===== config.mk =====
export PLATFORM = sky130hd
export DESIGN_NAME = fb_pattern_writer_flat
export DESIGN_NICKNAME = d
export VERILOG_FILES = /design/src/rtl/fb_pkg.sv /design/src/rtl/fb_pattern_writer_if.sv /design/src/rtl/step_timer.sv /design/src/rtl/fb_pattern_writer.sv /design/src/flat_wrapper.sv
export SDC_FILE = /design/constraint.sdc
export NUM_CORES = 1
export LEC_CHECK = 0
export ABC_CLOCK_PERIOD_IN_PS = 1800
export BUFFER_PORTS_ARGS = -buffer_cell sky130_fd_sc_hd__buf_2
export CAP_MARGIN = 20
export CORE_MARGIN = 2
export CORE_UTILIZATION = 40
export CTS_CLUSTER_SIZE = 28
export DETAILED_ROUTE_END_ITERATION = 12
export PLACE_DENSITY = 0.68
export SLEW_MARGIN = 20
export SYNTH_ARGS = -nofsm -noshare
export SYNTH_HDL_FRONTEND = slang
export SYNTH_SLANG_ARGS = --single-unit

===== constraint.sdc =====
create_clock -name clk -period 1.8 [get_ports clk]
set_input_delay 0.27 -clock clk [delete_from_list [all_inputs] [get_ports clk]]
set_output_delay 0.27 -clock clk [all_outputs]
set_load 0.01 [all_outputs]

===== src/rtl/fb_pkg.sv =====
// Shared types for the framebuffer pattern engine: mode and FSM state encodings,
// default geometry and the per-mode pixel byte.
package fb_pkg;

    typedef enum logic [1:0] {
        MODE_WALK    = 2'd0,
        MODE_FILL    = 2'd1,
        MODE_CLEAR   = 2'd2,
        MODE_CHECKER = 2'd3
    } mode_t;

    typedef enum logic [1:0] {
        ST_IDLE      = 2'd0,
        ST_STEP_WAIT = 2'd1,
        ST_ISSUE     = 2'd2,
        ST_WAIT_ACK  = 2'd3
    } state_t;

    localparam int FB_WIDTH_DEF  = 128;
    localparam int FB_HEIGHT_DEF = 64;
    localparam int COORD_W_DEF   = 8;

    // Checkerboard only needs the coordinate LSBs: parity of x+y equals x^y bit 0.
    function automatic logic [7:0] pattern_byte(input mode_t m, input logic [7:0] fill,
                                                input logic x_lsb, input logic y_lsb);
        logic [7:0] b;
        b = 8'h00;
        case (m)
            MODE_WALK:    b = 8'hFF;
            MODE_FILL:    b = fill;
            MODE_CLEAR:   b = 8'h00;
            MODE_CHECKER: b = (x_lsb ^ y_lsb) ? 8'hFF : 8'h00;
            default:      b = 8'h00;
        endcase
        return b;
    endfunction

endpackage


===== src/rtl/fb_pattern_writer_if.sv =====
// Framebuffer write port as seen by the pattern writer (master) and the framebuffer (slave).
// Handshake: the master raises fb_we only when fb_busy and fb_w_data_valid are both low,
// holds fb_we, fb_w_xpos, fb_w_ypos and fb_din stable until the cycle fb_w_data_valid is
// high, then drops fb_we for at least one cycle before the next write.
interface fb_pattern_writer_if #(
    parameter int COORD_W = 8
);
    logic               fb_busy;
    logic               fb_w_data_valid;
    logic               fb_we;
    logic [COORD_W-1:0] fb_w_xpos;
    logic [COORD_W-1:0] fb_w_ypos;
    logic [7:0]         fb_din;

    modport master (
        input  fb_busy, fb_w_data_valid,
        output fb_we, fb_w_xpos, fb_w_ypos, fb_din
    );

    modport slave (
        output fb_busy, fb_w_data_valid,
        input  fb_we, fb_w_xpos, fb_w_ypos, fb_din
    );
endinterface


===== src/rtl/step_timer.sv =====
// Loadable down-counter; expire is high during an enabled cycle once the count has hit zero.
module step_timer #(
    parameter int W = 8
) (
    input  logic         clk,
    input  logic         rst,
    input  logic         load,
    input  logic [W-1:0] load_val,
    input  logic         en,
    output logic         expire
);
    logic [W-1:0] cnt_q;

    always_ff @(posedge clk) begin
        if (rst) begin
            cnt_q <= '0;
        end else if (load) begin
            cnt_q <= load_val;
        end else if (en && (cnt_q != '0)) begin
            cnt_q <= cnt_q - 1'b1;
        end
    end

    assign expire = en && (cnt_q == '0);
endmodule


===== src/rtl/fb_pattern_writer.sv =====
// Pattern engine driving the monochrome framebuffer write port: timed walk, fill, clear
// and checkerboard, with start/stop control, a frame-done pulse and an ack watchdog.
module fb_pattern_writer
    import fb_pkg::*;
#(
    parameter int         FB_WIDTH    = FB_WIDTH_DEF,
    parameter int         FB_HEIGHT   = FB_HEIGHT_DEF,
    parameter int         COORD_W     = COORD_W_DEF,
    parameter int         STEP_CYCLES = 27000000,
    parameter logic [7:0] FILL_VALUE  = 8'hFF,
    parameter int         ACK_TIMEOUT = 1024
) (
    input  logic                clk,
    input  logic                rst,
    input  logic                start,
    input  logic                stop,
    input  logic [1:0]          mode,
    output logic                active,
    output logic                done,
    output logic                err,
    output state_t              dbg_state,
    fb_pattern_writer_if.master fb
);
    localparam int STEP_W = $clog2(STEP_CYCLES + 1);
    localparam int WD_W   = $clog2(ACK_TIMEOUT + 1);
    localparam logic [COORD_W-1:0] X_LAST    = COORD_W'(FB_WIDTH - 1);
    localparam logic [COORD_W-1:0] Y_LAST    = COORD_W'(FB_HEIGHT - 1);
    localparam logic [STEP_W-1:0]  STEP_LOAD = STEP_W'(STEP_CYCLES - 1);
    localparam logic [WD_W-1:0]    WD_LOAD   = WD_W'(ACK_TIMEOUT - 1);

    state_t             state_q, state_d;
    mode_t              mode_q, mode_d;
    logic [COORD_W-1:0] x_q, x_d, y_q, y_d;
    logic [COORD_W-1:0] xpos_q, xpos_d, ypos_q, ypos_d;
    logic [7:0]         din_q, din_d;
    logic               we_q, we_d;
    logic               stop_pend_q, stop_pend_d;
    logic               active_q, done_q, done_d, err_q, err_d;
    logic               step_load, step_exp, wd_load, wd_exp;
    logic               last_pos;
    logic [COORD_W-1:0] x_adv, y_adv;

    // Raster advance: x wraps into a y increment, y wraps back to the top row.
    assign last_pos = (x_q == X_LAST) && (y_q == Y_LAST);
    assign x_adv    = (x_q == X_LAST) ? '0 : x_q + 1'b1;
    assign y_adv    = (x_q != X_LAST) ? y_q : ((y_q == Y_LAST) ? '0 : y_q + 1'b1);

    always_comb begin
        state_d     = state_q;
        mode_d      = mode_q;
        x_d         = x_q;
        y_d         = y_q;
        xpos_d      = xpos_q;
        ypos_d      = ypos_q;
        din_d       = din_q;
        we_d        = we_q;
        stop_pend_d = stop_pend_q;
        done_d      = 1'b0;
        err_d       = err_q;
        case (state_q)
            ST_IDLE: begin
                stop_pend_d = 1'b0;
                if (start) begin
                    mode_d  = mode_t'(mode);
                    x_d     = '0;
                    y_d     = '0;
                    err_d   = 1'b0;
                    state_d = (mode_t'(mode) == MODE_WALK) ? ST_STEP_WAIT : ST_ISSUE;
                end
            end
            ST_STEP_WAIT: begin
                if (stop)          state_d = ST_IDLE;
                else if (step_exp) state_d = ST_ISSUE;
            end
            ST_ISSUE: begin
                if (stop) begin
                    state_d = ST_IDLE;
                end else if (!fb.fb_busy && !fb.fb_w_data_valid) begin
                    we_d    = 1'b1;
                    xpos_d  = x_q;
                    ypos_d  = y_q;
                    din_d   = pattern_byte(mode_q, FILL_VALUE, x_q[0], y_q[0]);
                    state_d = ST_WAIT_ACK;
                end
            end
            ST_WAIT_ACK: begin
                if (stop) stop_pend_d = 1'b1;
                // An ack arriving on the watchdog's final cycle still counts as success.
                if (fb.fb_w_data_valid) begin
                    we_d = 1'b0;
                    x_d  = x_adv;
                    y_d  = y_adv;
                    if (stop || stop_pend_q) begin
                        state_d = ST_IDLE;
                    end else if (mode_q == MODE_WALK) begin
                        state_d = ST_STEP_WAIT;
                    end else if (last_pos) begin
                        done_d  = 1'b1;
                        state_d = ST_IDLE;
                    end else begin
                        state_d = ST_ISSUE;
                    end
                end else if (wd_exp) begin
                    we_d    = 1'b0;
                    err_d   = 1'b1;
                    state_d = ST_IDLE;
                end
            end
            default: state_d = ST_IDLE;
        endcase
    end

    assign step_load = (state_d == ST_STEP_WAIT) && (state_q != ST_STEP_WAIT);
    assign wd_load   = (state_d == ST_WAIT_ACK) && (state_q != ST_WAIT_ACK);

    always_ff @(posedge clk) begin
        if (rst) begin
            state_q     <= ST_IDLE;
            mode_q      <= MODE_WALK;
            x_q         <= '0;
            y_q         <= '0;
            xpos_q      <= '0;
            ypos_q      <= '0;
            din_q       <= '0;
            we_q        <= 1'b0;
            stop_pend_q <= 1'b0;
            active_q    <= 1'b0;
            done_q      <= 1'b0;
            err_q       <= 1'b0;
        end else begin
            state_q     <= state_d;
            mode_q      <= mode_d;
            x_q         <= x_d;
            y_q         <= y_d;
            xpos_q      <= xpos_d;
            ypos_q      <= ypos_d;
            din_q       <= din_d;
            we_q        <= we_d;
            stop_pend_q <= stop_pend_d;
            active_q    <= (state_d != ST_IDLE);
            done_q      <= done_d;
            err_q       <= err_d;
        end
    end

    step_timer #(.W(STEP_W)) u_step (
        .clk(clk), .rst(rst), .load(step_load), .load_val(STEP_LOAD),
        .en(state_q == ST_STEP_WAIT), .expire(step_exp)
    );

    step_timer #(.W(WD_W)) u_wdog (
        .clk(clk), .rst(rst), .load(wd_load), .load_val(WD_LOAD),
        .en(state_q == ST_WAIT_ACK), .expire(wd_exp)
    );

    assign active       = active_q;
    assign done         = done_q;
    assign err          = err_q;
    assign dbg_state    = state_q;
    assign fb.fb_we     = we_q;
    assign fb.fb_w_xpos = xpos_q;
    assign fb.fb_w_ypos = ypos_q;
    assign fb.fb_din    = din_q;
endmodule


===== src/flat_wrapper.sv =====
// flat-port wrapper written by rule: the top's interface ports become plain ports
module fb_pattern_writer_flat import fb_pkg::*;
#(
    parameter int         FB_WIDTH    = FB_WIDTH_DEF,
    parameter int         FB_HEIGHT   = FB_HEIGHT_DEF,
    parameter int         COORD_W     = COORD_W_DEF,
    parameter int         STEP_CYCLES = 27000000,
    parameter logic [7:0] FILL_VALUE  = 8'hFF,
    parameter int         ACK_TIMEOUT = 1024
)
  (clk, rst, start, stop, mode, active, done, err, dbg_state, fb_fb_busy, fb_fb_w_data_valid, fb_fb_we, fb_fb_w_xpos, fb_fb_w_ypos, fb_fb_din);
  fb_pattern_writer_if #(.COORD_W(COORD_W)) fb_i ();
  input  logic clk;
  input  logic rst;
  input  logic start;
  input  logic stop;
  input  logic [1:0] mode;
  output logic active;
  output logic done;
  output logic err;
  output state_t dbg_state;
  input wire logic [$bits(fb_i.fb_busy)-1:0] fb_fb_busy;
  input wire logic [$bits(fb_i.fb_w_data_valid)-1:0] fb_fb_w_data_valid;
  output wire logic [$bits(fb_i.fb_we)-1:0] fb_fb_we;
  output wire logic [$bits(fb_i.fb_w_xpos)-1:0] fb_fb_w_xpos;
  output wire logic [$bits(fb_i.fb_w_ypos)-1:0] fb_fb_w_ypos;
  output wire logic [$bits(fb_i.fb_din)-1:0] fb_fb_din;
  assign fb_i.fb_busy = fb_fb_busy;
  assign fb_i.fb_w_data_valid = fb_fb_w_data_valid;
  assign fb_fb_we = fb_i.fb_we;
  assign fb_fb_w_xpos = fb_i.fb_w_xpos;
  assign fb_fb_w_ypos = fb_i.fb_w_ypos;
  assign fb_fb_din = fb_i.fb_din;
  fb_pattern_writer #(.FB_WIDTH(FB_WIDTH), .FB_HEIGHT(FB_HEIGHT), .COORD_W(COORD_W), .STEP_CYCLES(STEP_CYCLES), .FILL_VALUE(FILL_VALUE), .ACK_TIMEOUT(ACK_TIMEOUT)) u_core (.clk(clk), .rst(rst), .start(start), .stop(stop), .mode(mode), .active(active), .done(done), .err(err), .dbg_state(dbg_state), .fb(fb_i));
endmodule

======== After elaboration in Yosys (flattened, before gate mapping) ========
Index checks and enable logic that the tools add are counted.
word-level totals
  register bits ........................... 85
  input port bits ......................... 8
  word-level logic and storage cells ...... 118
operators by class
  $add $sub $neg .......................... 4
  eq/ne operators ......................... 22
  multiplexer cells ....................... 38
  bitwise gates (word level) .............. 4
  reductions and logical operators ........ 34
operator list
  operator                                               count
  2-to-1 mux 8 bit                                       7
  2-to-1 mux 25 bit                                      2
  case mux 8 bit (2 select lines)                        2
  zero test 25 bit                                       1
  nonzero test 25 bit                                    1
  subtractor 25 x 1 -> 25 bit, second input constant     1
  case mux 8 bit (3 select lines)                        1
  2-to-1 mux 2 bit                                       11
  2-to-1 mux 10 bit                                      2
  adder 8 x 1 -> 8 bit, second input constant            2
  inequality test 2 bit, second input constant           7
  AND reduction 4 bit                                    3
  zero test 11 bit                                       1
  nonzero test 11 bit                                    1
  subtractor 11 x 1 -> 11 bit, second input constant     1
  == test 2 bit, second input constant                   5
  nonzero test 2 bit                                     5
  2-to-1 mux 1 bit                                       9
  == test 8 x 6 -> 1 bit, second input constant          1
  == test 8 x 7 -> 1 bit, second input constant          1
  logical AND 1 bit                                      8
  inequality test 8 x 7 -> 1 bit, second input constant  1
  case mux 2 bit (4 select lines)                        1
  == test 2 x 1 -> 1 bit, second input constant          3
  other kinds (12)                                       25

======== Depth between registers and ports, before layout ========
  depth after elaboration ................. 10
  gate-level depth with buffers ........... 8

======== Cells and area by module ========
A second synthesis with hierarchy kept.
unflattened totals
  cells, all modules ...................... 494
  area total of the unflattened synthesis .. 4,222.8 um2
by module, submodules not included
  module                      instances  cells each  area an instance (um2)
  fb_pattern_writer           1          231         1,968.1
  step_timer (u_core.u_step)  1          183         1,549.0
  step_timer (u_core.u_wdog)  1          80          705.7

======== Worst setup path before layout ========
Ideal clock, no wire load.
  kind .................................... reg2reg
  start ................................... reg u_core.state_q[0] (netlist: u_core.dbg_state[0])
  end ..................................... reg u_core.u_step.cnt_q[9]
  setup time .............................. 0.115 ns
  arrival time ............................ 1.856 ns
  required time ........................... 1.685 ns
  path slack .............................. -0.171 ns
  cell stages (with the launch flop) ...... 8
  buffers on the path ..................... 2
  period minus slack after synthesis ...... 1.971 ns
  path through ............................ dfxtp_1 buf_2 or4b_2 clkbuf_1 nor4_1 o21ai_0 xnor2_1 and2_1
between the ends
  longest elaborated chain between the ends .. 8
ends and longest elaborated chain
  item                                                            RTL line                                                                     source
  from (decl)                                                     fb_pattern_writer.sv:31                                                      state_t state_q, state_d;
  from (signal assigned)                                          fb_pattern_writer.sv:131                                                     state_q <= state_d;
  == test 2 bit / == test 2 x 1 -> 1 bit (equally long branches)  fb_pattern_writer.sv:60, fb_pattern_writer.sv:153, fb_pattern_writer.sv:148
  logical AND 1 bit                                               step_timer.sv:24                                                             assign expire = en && (cnt_q == '0);
  2-to-1 mux 2 bit, on equally long branches                      fb_pattern_writer.sv:103, fb_pattern_writer.sv:73
  2-to-1 mux 2 bit, on equally long branches                      fb_pattern_writer.sv:89, fb_pattern_writer.sv:72
  case mux 2 bit (4 select lines)                                 fb_pattern_writer.sv:60                                                      case (state_q)
  == test 2 x 1 -> 1 bit                                          fb_pattern_writer.sv:113                                                     assign step_load = (state_d == ST_STEP_WAIT) && (state_q != ST_STEP_WAIT);
  logical AND 1 bit                                               fb_pattern_writer.sv:113
  OR reduction 2 bit (no line)                                    n/a
  to (signal assigned)                                            step_timer.sv:18                                                             cnt_q <= load_val;
  to (signal assigned)                                            step_timer.sv:20                                                             cnt_q <= cnt_q - 1'b1;
  to (decl)                                                       step_timer.sv:12                                                             logic [W-1:0] cnt_q;
Several ways; a longest one is shown, not always the timed one.
A chain may end at the register's enable or synchronous reset.

======== Worst setup path in the final report ========
  start ................................... reg u_core.u_step.cnt_q[3]
  end ..................................... reg u_core.u_step.cnt_q[24]
between the ends
  longest elaborated chain between the ends .. 8
ends and longest elaborated chain
  item                                                            RTL line                  source
  zero test 25 bit                                                step_timer.sv:24
  logical AND 1 bit                                               step_timer.sv:24
  2-to-1 mux 2 bit                                                fb_pattern_writer.sv:73   else if (step_exp) state_d = ST_ISSUE;
  2-to-1 mux 2 bit                                                fb_pattern_writer.sv:72   if (stop) state_d = ST_IDLE;
  case mux 2 bit (4 select lines)                                 fb_pattern_writer.sv:60
  == test 2 x 1 -> 1 bit                                          fb_pattern_writer.sv:113
  logical AND 1 bit                                               fb_pattern_writer.sv:113
  2-to-1 mux 25 bit / nonzero test 2 bit (equally long branches)  n/a
Several ways; a longest one is shown, not always the timed one. The select of a mux whose other input is x is not followed.

==> impl_metrics.csv <==
group,metric,value,unit
sta,slew_headroom,73.0,%
clocking,cts_tree,"done",
worst_setup_path,end_kind,"flip-flop",
placed_design,gp_congestion,0.878,
logic_synthesis,synth_nets,458,
routing,via_count,3617,
logic_synthesis,ys_seq_area_share,42.1,%
sta,min_period,1.81,ns
finish,nNetsFinal,562,
global_routing,grt_usage,19.8,%
sta,fin_crit_sh,101,%
clocking,ctsHoldBuffers,0,
floorplan,row_count,35,
worst_setup_path,arrival,2.10,ns
finish,drive_gt1_share,37.1,%
logic_synthesis,yosysTopAreaCellShare,42.1,%
worst_hold_path,min_path_type,"in -> reg",
worst_setup_path,cp.required,2.09,ns
status,status,"complete, but fails checks",
clocking,cts_sinks,78,
sta,fin_ws,-0.0105,ns
routing,drt-wirelength-per-cell,15.1,µm
worst_setup_path,path_class,"reg -> reg",
sta,max_clock_freq,0.552,GHz
sta,hold_viol_final,0,
placed_design,io_buffers,37,
clocking,cts_root_buf,"clkbuf_8",
worst_setup_path,cp_cell_sequence,"or4_4 > nor3_4 > nand4_1 > or3_1 > a31oi_1",
sta,grt_setup_unrepaired,"true",
clocking,cts_htree_levels,3,
finish,syn_to_final_growth,37.0,%
floorplan,start_util,40.7,%
logic_synthesis,synth_area_leader_cell,"dfxtp_1",
global_routing,grt_max_degree,24,
worst_setup_path,slowest_stage,"or4_4",
logic_synthesis,syn_avg_cell_area,8.35,µm²
clocking,numCtsBuffers,9,
status,failed_checks,"setup timing",
routing,drc,0,
finish,mostFrequentLayoutCell,"buf_4",
pwr,power,4.46,mW
floorplan,die-area,10100,µm²
finish,finish.instance_area,5080,µm²
global_routing,antenna_found_initial,0,
worst_setup_path,crit_buf_inv,0,
logic_synthesis,synth_edf_count,0,
logic_synthesis,synthesis.area,3710,µm²
finish,antennaDiodeCount,0,
logic_synthesis,synth_cells,444,
floorplan,die_w,100,µm
routing,ant_nets,0,
logic_synthesis,ys_ff_latch,78,
routing,initialDrtViolationCount,95,
global_routing,grt_pass1_wl,15800,µm
routing,routed_via_density,5.45,
routing,routed_wl,10000,µm
sta,fin_skew,0.0168,ns
logic_synthesis,synth.area.top_cells,"dfxtp_1 42%, xor2_1 5.7%, a21oi_1 5.3%, nand2_1 4.6%, o21ai_0 4.2%",
floorplan,core,9110,µm²
logic_synthesis,ys.flop_type,"dfxtp_1",
pwr,p_leak,2.01,nW
worst_setup_path,crit_fanout,4,
logic_synthesis,yosysWarnings,0,
clocking,insertion_delay,0.37,ns
placed_design,place_area,4450,µm²
clocking,clockBufferDepth,2,
routing,first_pass_iters,5,
job,maxCapViolations,0,
floorplan,num_io_pins,38,
pwr,max-vdd-ir-drop,0.600,mV
clocking,clkTransAtPathRegs,0.09,ns
floorplan,die_h,100,µm
finish,final_cell_mix,"78 x buf_4, 66 x dfxtp_1, 43 x nand2_1",
sta,setup_tns,-0.0199,ns
global_routing,overflow,0,
pwr,power_density,879,nW/µm²
placed_design,hpwl,6750,µm
global_routing,grt_pass1_vias,3459,
worst_setup_path,cpPeakStageDelay,0.53,ns
logic_synthesis,async_flop_share,0,%
sta,finalSetupViolCount,4,
sta,tightest_slew,0.402,ns
logic_synthesis,synth_cell_type_count,45,
worst_setup_path,critPathLaunchType,"flip-flop",
sta,slew_viol_final,0,
worst_setup_path,crit_family,"simple AND/OR/NAND/NOR gates",
[through the flow]
step / util, % / std cells / worst slack [ns] / hold WS (ns)
after floorplan: - / 444 / -0.0733 / 0.406
after global placement: 48.9 / 634 / -0.0206 / 0.443
after detailed placement: 48.9 / 634 / -0.0696 / 0.448
after CTS: 52.0 / 653 / -0.00290 / 0.195
after global routing: 55.8 / 664 / -0.0716 / 0.211
final: 55.8 / 664 / -0.0105 / 0.213
[synth_stat cells, types with 2 or more instances]
master / count
nand4_1: 12
o211ai_1: 4
clkbuf_1: 15
or4_1: 6
mux2i_1: 4
buf_4: 7
xnor2_1: 12
nand2_1: 45
nor4_1: 14
dfxtp_1: 78
inv_1: 5
nand2b_1: 5
nor3_1: 13
xor2_1: 24
a211oi_1: 4
nor2_1: 35
nand3b_1: 4
and2_1: 10
or2_2: 4
a31oi_1: 9
and4_1: 2
nor2b_1: 5
o21ai_0: 31
nor3b_1: 2
buf_2: 3
mux2_2: 2
ha_1: 6
nand3_1: 15
and3_1: 6
or3_1: 8
or4b_2: 2
a21oi_1: 39
[cell families (layout without fill, tap and decap cells)]
| family | Yosys count | after routing | share of synthesized area, % |
|---|---|---|---|
| buffers and inverters | 31 | 139 | 3.95 |
| and+or+nand+nor | 192 | 193 | 27.3 |
| xor gates and xnor gates | 36 | 36 | 8.50 |
| adders and majority gates | 6 | 6 | 2.02 |
| AOI/OAI and AO/OA | 95 | 95 | 14.4 |
| DFF | 78 | 78 | 42.1 |
| muxes | 6 | 6 | 1.69 |
[per-layer routing]
layer	vias to the layer above	track usage [%]	wire length [µm]
met3	9	4.25	266
met2	50	34.3	5130
met1	1769	24.3	4520
met4	0	6.85	113
li1	1789	-	-
met5	-	0	0
[timing repair]
item	in CTS	in global routing
pin swaps	2	24
buffers inserted	3	10
hold endpoints to repair	0	0
cloned	0	1
resized for setup	12	62
setup endpoints to repair	18	38
[power by group]
| part | switching (mW) | leakage [nW] | total, mW | internal (mW) |
|---|---|---|---|---|
| clock network | 0.708 | 0.117 | 1.51 | 0.803 |
| logic | 0.578 | 1.26 | 1.08 | 0.501 |
| registers | 0.0802 | 0.638 | 1.87 | 1.79 |
[flip-flops by register name, summed over array words and instances, names as in the netlist, 2 cells and up]
name,flops
u_core.mode_q,2
u_core.fb.fb_w_ypos,8
u_core.y_q,8
u_core.u_step.cnt_q,25
u_core.x_q,8
u_core.u_wdog.cnt_q,11
u_core.dbg_state,2
u_core.fb.fb_w_xpos,8
[worst paths after layout]
check	start	end	slack, ns	cells after the start
max	u_core.u_step.cnt_q[3]	u_core.u_step.cnt_q[24]	-0.01	5
min	mode[1]	u_core.mode_q[1]	0.21	3
max reg2reg	u_core.u_step.cnt_q[3]	u_core.u_step.cnt_q[24]	-0.01	5
min reg2reg	u_core.fb.fb_w_ypos[6]	u_core.fb.fb_w_ypos[6]	0.46	2
[worst register-to-register path: cells and delay by family, from the launching register on]
kind               cells  cell delay (ns)
AOI/OAI and AO/OA      1             0.17
DFF                    1             0.35
and+or+nand+nor        4             1.23
[cell type report]
class,count,area (µm²)
inverters,5,18.8
flip-flops and latches,78,1580
multi-input cells,336,2310
well taps,111,139
clock buffers,9,124
repair buffers,118,805
fillers,822,4030
clock inverters,7,103
Power figures use the tool's default switching activity.
